File: src/rtl/ones_pattern_tx_if.sv
// Start/ready request bus and serial/parallel result bus of ones_pattern_tx.
// A count source drives the master side; the transmitter is the slave.
interface ones_pattern_tx_if #(
  parameter int unsigned N  = 7,
  parameter int unsigned CW = 3
);
  logic          start;
  logic [CW-1:0] count;
  logic          ready;
  logic          sout;
  logic          sout_valid;
  logic          done;
  logic [N-1:0]  pattern;

  modport master (
    output start, count,
    input  ready, sout, sout_valid, done, pattern
  );

  modport slave (
    input  start, count,
    output ready, sout, sout_valid, done, pattern
  );
endinterface

File: src/rtl/ones_pattern_tx.sv
// Serial thermometer-pattern transmitter: emits min(count, N) ones followed by
// zeros, LSB first, one bit per clock, and holds the parallel pattern.
module ones_pattern_tx #(
  parameter int unsigned N  = 7,
  parameter int unsigned CW = 3
) (
  input  logic             clk,
  input  logic             rst,
  ones_pattern_tx_if.slave bus
);

  localparam int unsigned   IW    = (N > 1) ? $clog2(N) : 1;
  localparam logic [CW-1:0] CMAX  = CW'(N);
  localparam logic [IW-1:0] ILAST = IW'(N - 1);

  typedef enum logic [1:0] {IDLE, SHIFT, DONE} state_t;

  state_t        state, state_nxt;
  logic [N-1:0]  sh, sh_nxt;
  logic [N-1:0]  pattern_q, pattern_nxt;
  logic [IW-1:0] idx, idx_nxt;
  logic [N-1:0]  therm_c;
  logic [CW-1:0] sat_c;
  logic          ready_q, sout_q, valid_q, done_q;
  logic          ready_nxt, sout_nxt, valid_nxt, done_nxt;

  // Saturated count expanded into a thermometer code.
  always_comb begin
    sat_c = (bus.count > CMAX) ? CMAX : bus.count;
    for (int i = 0; i < N; i++) begin
      therm_c[i] = (CW'(i) < sat_c);
    end
  end

  always_comb begin
    state_nxt   = state;
    sh_nxt      = sh;
    idx_nxt     = idx;
    pattern_nxt = pattern_q;

    case (state)
      IDLE: begin
        if (bus.start) begin
          sh_nxt      = therm_c;
          pattern_nxt = therm_c;
          idx_nxt     = '0;
          state_nxt   = SHIFT;
        end
      end
      SHIFT: begin
        sh_nxt  = sh >> 1;
        idx_nxt = idx + IW'(1);
        if (idx == ILAST) begin
          state_nxt = DONE;
        end
      end
      DONE:    state_nxt = IDLE;
      default: state_nxt = IDLE;
    endcase

    // Outputs are registered from the next state so they line up with it.
    ready_nxt = (state_nxt == IDLE);
    valid_nxt = (state_nxt == SHIFT);
    sout_nxt  = valid_nxt & sh_nxt[0];
    done_nxt  = (state_nxt == DONE);
  end

  always_ff @(posedge clk) begin
    if (rst) begin
      state     <= IDLE;
      sh        <= '0;
      idx       <= '0;
      pattern_q <= '0;
      ready_q   <= 1'b1;
      sout_q    <= 1'b0;
      valid_q   <= 1'b0;
      done_q    <= 1'b0;
    end else begin
      state     <= state_nxt;
      sh        <= sh_nxt;
      idx       <= idx_nxt;
      pattern_q <= pattern_nxt;
      ready_q   <= ready_nxt;
      sout_q    <= sout_nxt;
      valid_q   <= valid_nxt;
      done_q    <= done_nxt;
    end
  end

  assign bus.ready      = ready_q;
  assign bus.sout       = sout_q;
  assign bus.sout_valid = valid_q;
  assign bus.done       = done_q;
  assign bus.pattern    = pattern_q;

endmodule

File: src/flat_wrapper.sv
// flat-port wrapper written by rule: the top's interface ports become plain ports
module ones_pattern_tx_flat 
#(
  parameter int unsigned N  = 7,
  parameter int unsigned CW = 3
)
  (clk, rst, bus_start, bus_count, bus_ready, bus_sout, bus_sout_valid, bus_done, bus_pattern);
  ones_pattern_tx_if #(.N(N), .CW(CW)) bus_i ();
  input  logic clk;
  input  logic rst;
  input wire logic [$bits(bus_i.start)-1:0] bus_start;
  input wire logic [$bits(bus_i.count)-1:0] bus_count;
  output wire logic [$bits(bus_i.ready)-1:0] bus_ready;
  output wire logic [$bits(bus_i.sout)-1:0] bus_sout;
  output wire logic [$bits(bus_i.sout_valid)-1:0] bus_sout_valid;
  output wire logic [$bits(bus_i.done)-1:0] bus_done;
  output wire logic [$bits(bus_i.pattern)-1:0] bus_pattern;
  assign bus_i.start = bus_start;
  assign bus_i.count = bus_count;
  assign bus_ready = bus_i.ready;
  assign bus_sout = bus_i.sout;
  assign bus_sout_valid = bus_i.sout_valid;
  assign bus_done = bus_i.done;
  assign bus_pattern = bus_i.pattern;
  ones_pattern_tx #(.N(N), .CW(CW)) u_core (.clk(clk), .rst(rst), .bus(bus_i));
endmodule
File: config.mk
export PLATFORM = sky130hd
export DESIGN_NAME = ones_pattern_tx_flat
export DESIGN_NICKNAME = d
export VERILOG_FILES = /design/src/rtl/ones_pattern_tx_if.sv /design/src/rtl/ones_pattern_tx.sv /design/src/flat_wrapper.sv
export SDC_FILE = /design/constraint.sdc
export NUM_CORES = 1
export LEC_CHECK = 0
export CORE_MARGIN = 2
export CORE_UTILIZATION = 45
export DETAILED_ROUTE_END_ITERATION = 8
export GPL_TIMING_DRIVEN = 0
export PLACE_DENSITY = 0.71
export SYNTH_ARGS = -nofsm -noshare
export SYNTH_HDL_FRONTEND = slang
export SYNTH_SLANG_ARGS = --single-unit
export TNS_END_PERCENT = 50
File: constraint.sdc
create_clock -name clk -period 2.2 [get_ports clk]
set_input_delay 0.22 -clock clk [delete_from_list [all_inputs] [get_ports clk]]
set_output_delay 0.22 -clock clk [all_outputs]
set_load 0.02 [all_outputs]
==> results of run 1 <==
-- Yosys cell counts --
library cell	instances	area, um^2
a21o_2	1	8.76
a21oi_1	13	65.1
a222oi_1	2	20.0
a22oi_1	3	22.5
a31oi_1	1	6.26
and2b_1	1	7.51
buf_1	1	3.75
buf_2	1	5.00
buf_4	1	7.51
clkbuf_1	2	7.51
dfxtp_1	23	460
ha_1	2	25.0
inv_1	3	11.3
mux2i_1	1	10.0
nand2_1	14	52.6
nand3_1	2	10.0
nand4_1	1	6.26
nor2_1	6	22.5
nor2b_1	4	25.0
nor3_1	2	10.0
nor3b_1	1	7.51
nor3b_2	1	12.5
nor3b_4	1	18.8
o211ai_1	1	7.51
o21a_1	1	7.51
o21ai_0	3	15.0
o21bai_4	1	18.8
or3_1	1	6.26
or3b_1	1	8.76
-- state kept, by name (all words and copies together) (netlist names) --
signal	count
u_core.bus.sout	1
u_core.bus.sout_valid	1
u_core.sh	7
u_core.bus.ready	1
u_core.bus.done	1
u_core.bus.pattern	7
u_core.idx	3
u_core.state	2
-- metrics by stage --
step           hold slack [ps]  std cells  util (%)
4_1_cts                    464        142      57.8
3_3_place_gp               444        138      56.4
3_5_place_dp               447        138      56.4
2_1_floorplan              356         95         -
5_1_grt                    495        142      57.8
6_report                   462        142      57.8
-- placed cells by master, fill, tap and decap left out, types with 3 or more instances in the layout --
master / count
o21ai_0: 3
inv_1: 3
clkbuf_4: 3
clkdlybuf4s50_1: 16
nor2b_1: 4
nor2_1: 6
a22oi_1: 3
dfxtp_1: 23
nand2_1: 14
a21oi_1: 13
-- metal layers --
layer,vias up,track usage [%],share of wire (%),wire (um)
met4,0,10.0,0.59,10
met5,-,0,0,0
met3,2,3.40,4.3,73
li1,371,-,-,-
met2,19,23.6,46,774
met1,321,21.1,49,831
-- path summary, 6_finish.rpt --
path,to,slack [ps],cells after the start
hold / removal,u_core.bus.pattern[6],460,2
setup reg to reg,u_core.bus.sout,820,4
setup / recovery,bus_pattern[5],710,1
hold reg to reg,u_core.bus.pattern[6],460,2
-- logic make-up after synthesis --
group | synth area share (%)
DFF | 51.8
AOI/OAI and AO/OA | 19.3
adders and majority gates | 2.81
muxes | 1.13
and+or+nand+nor | 21.1
buffers and inverters | 3.94
-- report_power, final --
| group | switching (uW) | internal (uW) | total, uW |
|---|---|---|---|
| clock network | 128 | 68.0 | 196 |
| registers | 8.79 | 438 | 447 |
| logic | 62.1 | 50.8 | 113 |
| total | 199 | 557 | 756 |
-- final cells by class --
cell class / count / area share, %
inverters: 3 / 1.01
flip-flops and latches: 23 / 41.4
plain buffers: 5 / 2.14
clock buffers: 3 / 2.03
repair buffers: 16 / 14.4
clock inverters: 1 / 0.450
well taps: 27 / 3.04
multi-input cells: 64 / 35.5
==> out/qor.txt, run 1 <==
CORE AREA -> 1920 um^2
Post-layout min period -> 1490 ps
First-pass GRT wire length -> 2.84 mm
Vias -> 713
Drt initial violations -> 17
Setup Fix Bufs, Post-CTS -> 0
Mapped Cells -> 95
Clk root buf -> clkbuf_4
Die width -> 48.5 um
Mapped Area -> 890 um^2
Tcrit/Tclk final -> 67.9%
# diodes -> 0
Starting Density -> 46.3%
Setup slack after layout -> 707 ps
Design Area, Final -> 1110 um^2
Critical path capture point type -> output port
Rel. slew slack -> 69.1%
Worst Max-Slew Pin Slew -> 463 ps
PortBufs -> 16
Post-DP Area -> 1080 um^2
Fin nets -> 124
Seq/Total Area, Yosys -> 51.8%
Worst path top cell family by delay -> buffers and inverters
Req. time, crit path -> 1980 ps
Crit-path slowest cell -> clkdlybuf4s50_1
CP Buf/Inv Count -> 1
Routed wire length -> 1.69 mm
Hold Path Origin -> u_core.bus.pattern[6]
Clock buffer count from CTS -> 3
Max FO, Critical Path -> 2
GRT Residual Overflow -> 0
# fillers -> 185
Vias in the first global route -> 630
CTS tree -> done
Critical path's largest stage delay -> 610 ps
Setup tns final -> 0 ps
Crit path DAT -> 1270 ps
Multi-input combinational cell area -> 394 um^2
Leak pwr -> 0.000425 uW
Area grow syn2layout -> 24.9%
Vias/cell -> 5.02
Status -> finished clean
CP Class -> reg -> out
GRT Resource Usage Total -> 15.9%
DP Worst Slack -> 453 ps
Yosys Warn Count -> 0
Hold WC Path Type -> reg -> reg
Max-Cap Viols -> 0
Pin count of the biggest net entering global routing -> 14
GP Congestion -> 0.751
Final Setup Violations -> 0
# hold bufs at CTS -> 0
VDD IR max -> 0.000364 V
Post-cts repair resize count -> 0
Unrepaired setup endpoints after global routing -> false
F_max -> 0.670 GHz
CP startpoint -> u_core.bus.pattern[5]
Worst-path clk slew -> 120 ps
Post-DP HPWL -> 1.19 mm
Insertion delay to the later sink of the worst-skew pair -> 310 ps
Final Max Slew Viols -> 0
Final worst clock skew -> 1.97 ps
Reg-to-Reg Start -> u_core.state[1]
WL per Instance -> 11.9 um
Detail Route Antenna Nets -> 0
H-tree depth -> 1
Final Hold Fails -> 0
Pwr dens -> 680 nW/um^2
DRC Markers -> 0
Initial antenna violation count -> 0
Syn_area_per_cell -> 9.36 um^2
Die area -> 2350 um^2
CTS Buffer Depth -> 2
Fraction of layout instances using a drive strength above 1 -> 8.70%
Syn nets -> 103
Seq. cell area -> 460 um^2
#FFs+latches synth -> 23
Clock sink count -> 23
Crit path cell chain -> clkdlybuf4s50_1
Die span in y -> 48.5 um
Drt pass-1 iters -> 4
CP startpoint kind -> register
# rows -> 16
# IOs -> 17
Power, Total -> 756 uW
Distinct cells, synth -> 29
No activity file was read; power rests on OpenSTA's default activity.
==> run 2: changes to the inputs <==
==> constraint.sdc (replaced) <==
create_clock -name clk -period 1.5 [get_ports clk]
set_input_delay 0.15 -clock clk [delete_from_list [all_inputs] [get_ports clk]]
set_output_delay 0.15 -clock clk [all_outputs]
set_load 0.02 [all_outputs]
==> results of run 2 <==
The final DEF is identical to that of run 1. Status: finished clean.
Main changes from that run: setup slack after placement 453 ps -> -177 ps; setup slack after layout 707 ps -> 77.3 ps; register-to-register setup slack 820 ps -> 120 ps; total power 756 uW -> 1110 uW; worst IR drop on VDD 0.000364 V -> 0.000533 V
==> run 3: changes to the inputs <==
--- a/config.mk
+++ b/config.mk
@@ -5,11 +5,12 @@
 export SDC_FILE = /design/constraint.sdc
 export NUM_CORES = 1
 export LEC_CHECK = 0
-export CORE_MARGIN = 2
 export CORE_UTILIZATION = 45
+export CTS_BUF_LIST = sky130_fd_sc_hd__clkbuf_2
 export DETAILED_ROUTE_END_ITERATION = 8
 export GPL_TIMING_DRIVEN = 0
 export PLACE_DENSITY = 0.71
+export REMOVE_ABC_BUFFERS = 1
 export SYNTH_ARGS = -nofsm -noshare
 export SYNTH_HDL_FRONTEND = slang
 export SYNTH_SLANG_ARGS = --single-unit
==> run 3 against run 2 <==
Via count fell by 3.6%. First-iteration DRC count fell by 41%. Die area fell by 8.1%. Core utilization rose by 3.9 points. Hold slack got worse by 100 ps.
==> out/qor.txt, run 3 (synthesis results as in run 1) <==
Status -> finished clean
Setup Fix Bufs, Post-CTS -> 0
Commonest non-fill, non-tap cell in the layout -> dfxtp_1
Hold Path Origin -> rst
Final Hold Fails -> 0
# rows -> 15
Clock buffer count from CTS -> 3
Req. time, crit path -> 1350 ps
H-tree depth -> 1
Placed insts -> 131
Final Setup Violations -> 0
Met1 Resource Use GR -> 19.8%
Crit path cell chain -> clkdlybuf4s50_1
Most frequent cells in the layout -> dfxtp_1 (21), nand2_1 (14), a21oi_1 (13)
Worst path top cell family by delay -> buffers and inverters
Vias in the first global route -> 551
Critical path's largest stage delay -> 590 ps
Area grow syn2layout -> 23.6%
Clk root buf -> clkbuf_2
Die width -> 46.5 um
Reg-to-Reg Start -> u_core.state[1]
Worst-path clk slew -> 210 ps
Unrepaired setup endpoints after global routing -> false
Internal power -> 774 uW
Pwr dens -> 960 nW/um^2
Initial antenna violation count -> 0
First-pass GRT wire length -> 2.37 mm
Internal reg-to-reg setup slack -> 180 ps
Top Usage Layer GRT -> met2
Worst reg2reg endpoint -> u_core.bus.sout
Hold slack -> 360 ps
Drt pass-1 iters -> 4
CP Class -> reg -> out
CTS Buffer Depth -> 2
Critical path capture point type -> output port
Post-DP HPWL -> 1.09 mm
Crit-path slowest cell -> clkdlybuf4s50_1
Post-cts repair resize count -> 0
Flop pwr share -> 62.7%
CP Buf/Inv Count -> 1
Worst Max-Slew Pin Slew -> 715 ps
Starting Density -> 49.9%
# hold bufs at CTS -> 0
Insertion delay to the later sink of the worst-skew pair -> 320 ps
Die span in y -> 46.5 um
Vias/cell -> 5.09
Final Max Slew Viols -> 0
Rel. slew slack -> 52.3%
Leak pwr -> 0.000536 uW
GRT Resource Usage Total -> 15.8%
PortBufs -> 16
CTS tree -> done
CORE AREA -> 1780 um^2
Max-Cap Viols -> 0
Routing usage on met3 -> 3.53%
Vias -> 687
Hold WC Path Type -> in -> reg
WHS Endpoint -> u_core.idx[1]
Die area -> 2160 um^2
Fraction of layout instances using a drive strength above 1 -> 9.09%
Routed wire length -> 1.58 mm
# diodes -> 0
Tcrit/Tclk final -> 94.4%
Sw frac -> 26.7%
Multi-input combinational cell area -> 394 um^2
Crit path DAT -> 1270 ps
Detail Route Antenna Nets -> 0
Combinational power share -> 14.5%
M2 GR Usage -> 25.6%
F_max -> 0.706 GHz
Clock group share of total power -> 22.8%
Hold depth -> 2
Clock sink count -> 23
# IOs -> 17
Fin nets -> 119
Post-Layout Cell Count -> 135
WL per Instance -> 11.7 um
Final worst clock skew -> 7.87 ps
CP startpoint kind -> register
Seq. cell area -> 463 um^2
Drt initial violations -> 10
Pin count of the biggest net entering global routing -> 21
Max FO, Critical Path -> 1
VDD IR max -> 0.000543 V
R2R cell count -> 3
GRT Residual Overflow -> 0
# fillers -> 156
Net Switching -> 282 uW
Post-layout min period -> 1420 ps
GP Congestion -> 0.672
DRC Markers -> 0
-- run 3: how the worst max path moves through the flow --
stage / start / to / slack (ps) / cells after the start
floorplan: u_core.state[0] / u_core.bus.sout / 230 / 3
global placement: bus_count[2] / u_core.bus.sout / -180 / 4
detailed placement: bus_count[2] / u_core.bus.sout / -200 / 4
CTS: u_core.bus.pattern[3] / bus_pattern[3] / 30 / 1
global route: u_core.bus.sout / bus_sout / 10 / 1
finish: u_core.bus.sout / bus_sout / 80 / 1
-- run 3: layout make-up --
type | instances | area share, %
well taps | 25 | 2.84
clock inverters | 1 | 0.455
repair buffers | 16 | 16.4
clock buffers | 3 | 1.37
multi-input cells | 64 | 35.8
inverters | 3 | 1.02
flip-flops and latches | 23 | 42.1
-- run 3: per-stage QoR --
| stage | setup slack [ps] | utilization [%] | instance area, um^2 | setup TNS [ps] | power [uW] |
|---|---|---|---|---|---|
| finish | 84.2 | 61.7 | 1100 | 0 | 1060 |
| CTS | 25.8 | 60.4 | 1080 | 0 | 1070 |
| global placement | -178 | 59.3 | 1060 | -1220 | 828 |
| global route | 9.96 | 61.7 | 1100 | 0 | 1110 |
| floorplan | 235 | - | 866 | 0 | 758 |
| detailed placement | -195 | 59.3 | 1060 | -1550 | 831 |
-- run 3: metal layers --
metal / part of all wire [%] / up-vias
met5: 0 / -
met4: 0.63 / 0
met3: 2.0 / 2
met2: 48 / 6
met1: 50 / 318
li1: - / 361
-- run 3: power by group through the flow --
| stage | logic, uW | clock network (uW) | registers, uW |
|---|---|---|---|
| global placement | 154 | 0 | 674 |
| finish | 153 | 241 | 662 |
| detailed placement | 156 | 0 | 675 |
| floorplan | 65.6 | 0 | 692 |
| global route | 171 | 272 | 666 |
| CTS | 157 | 249 | 662 |
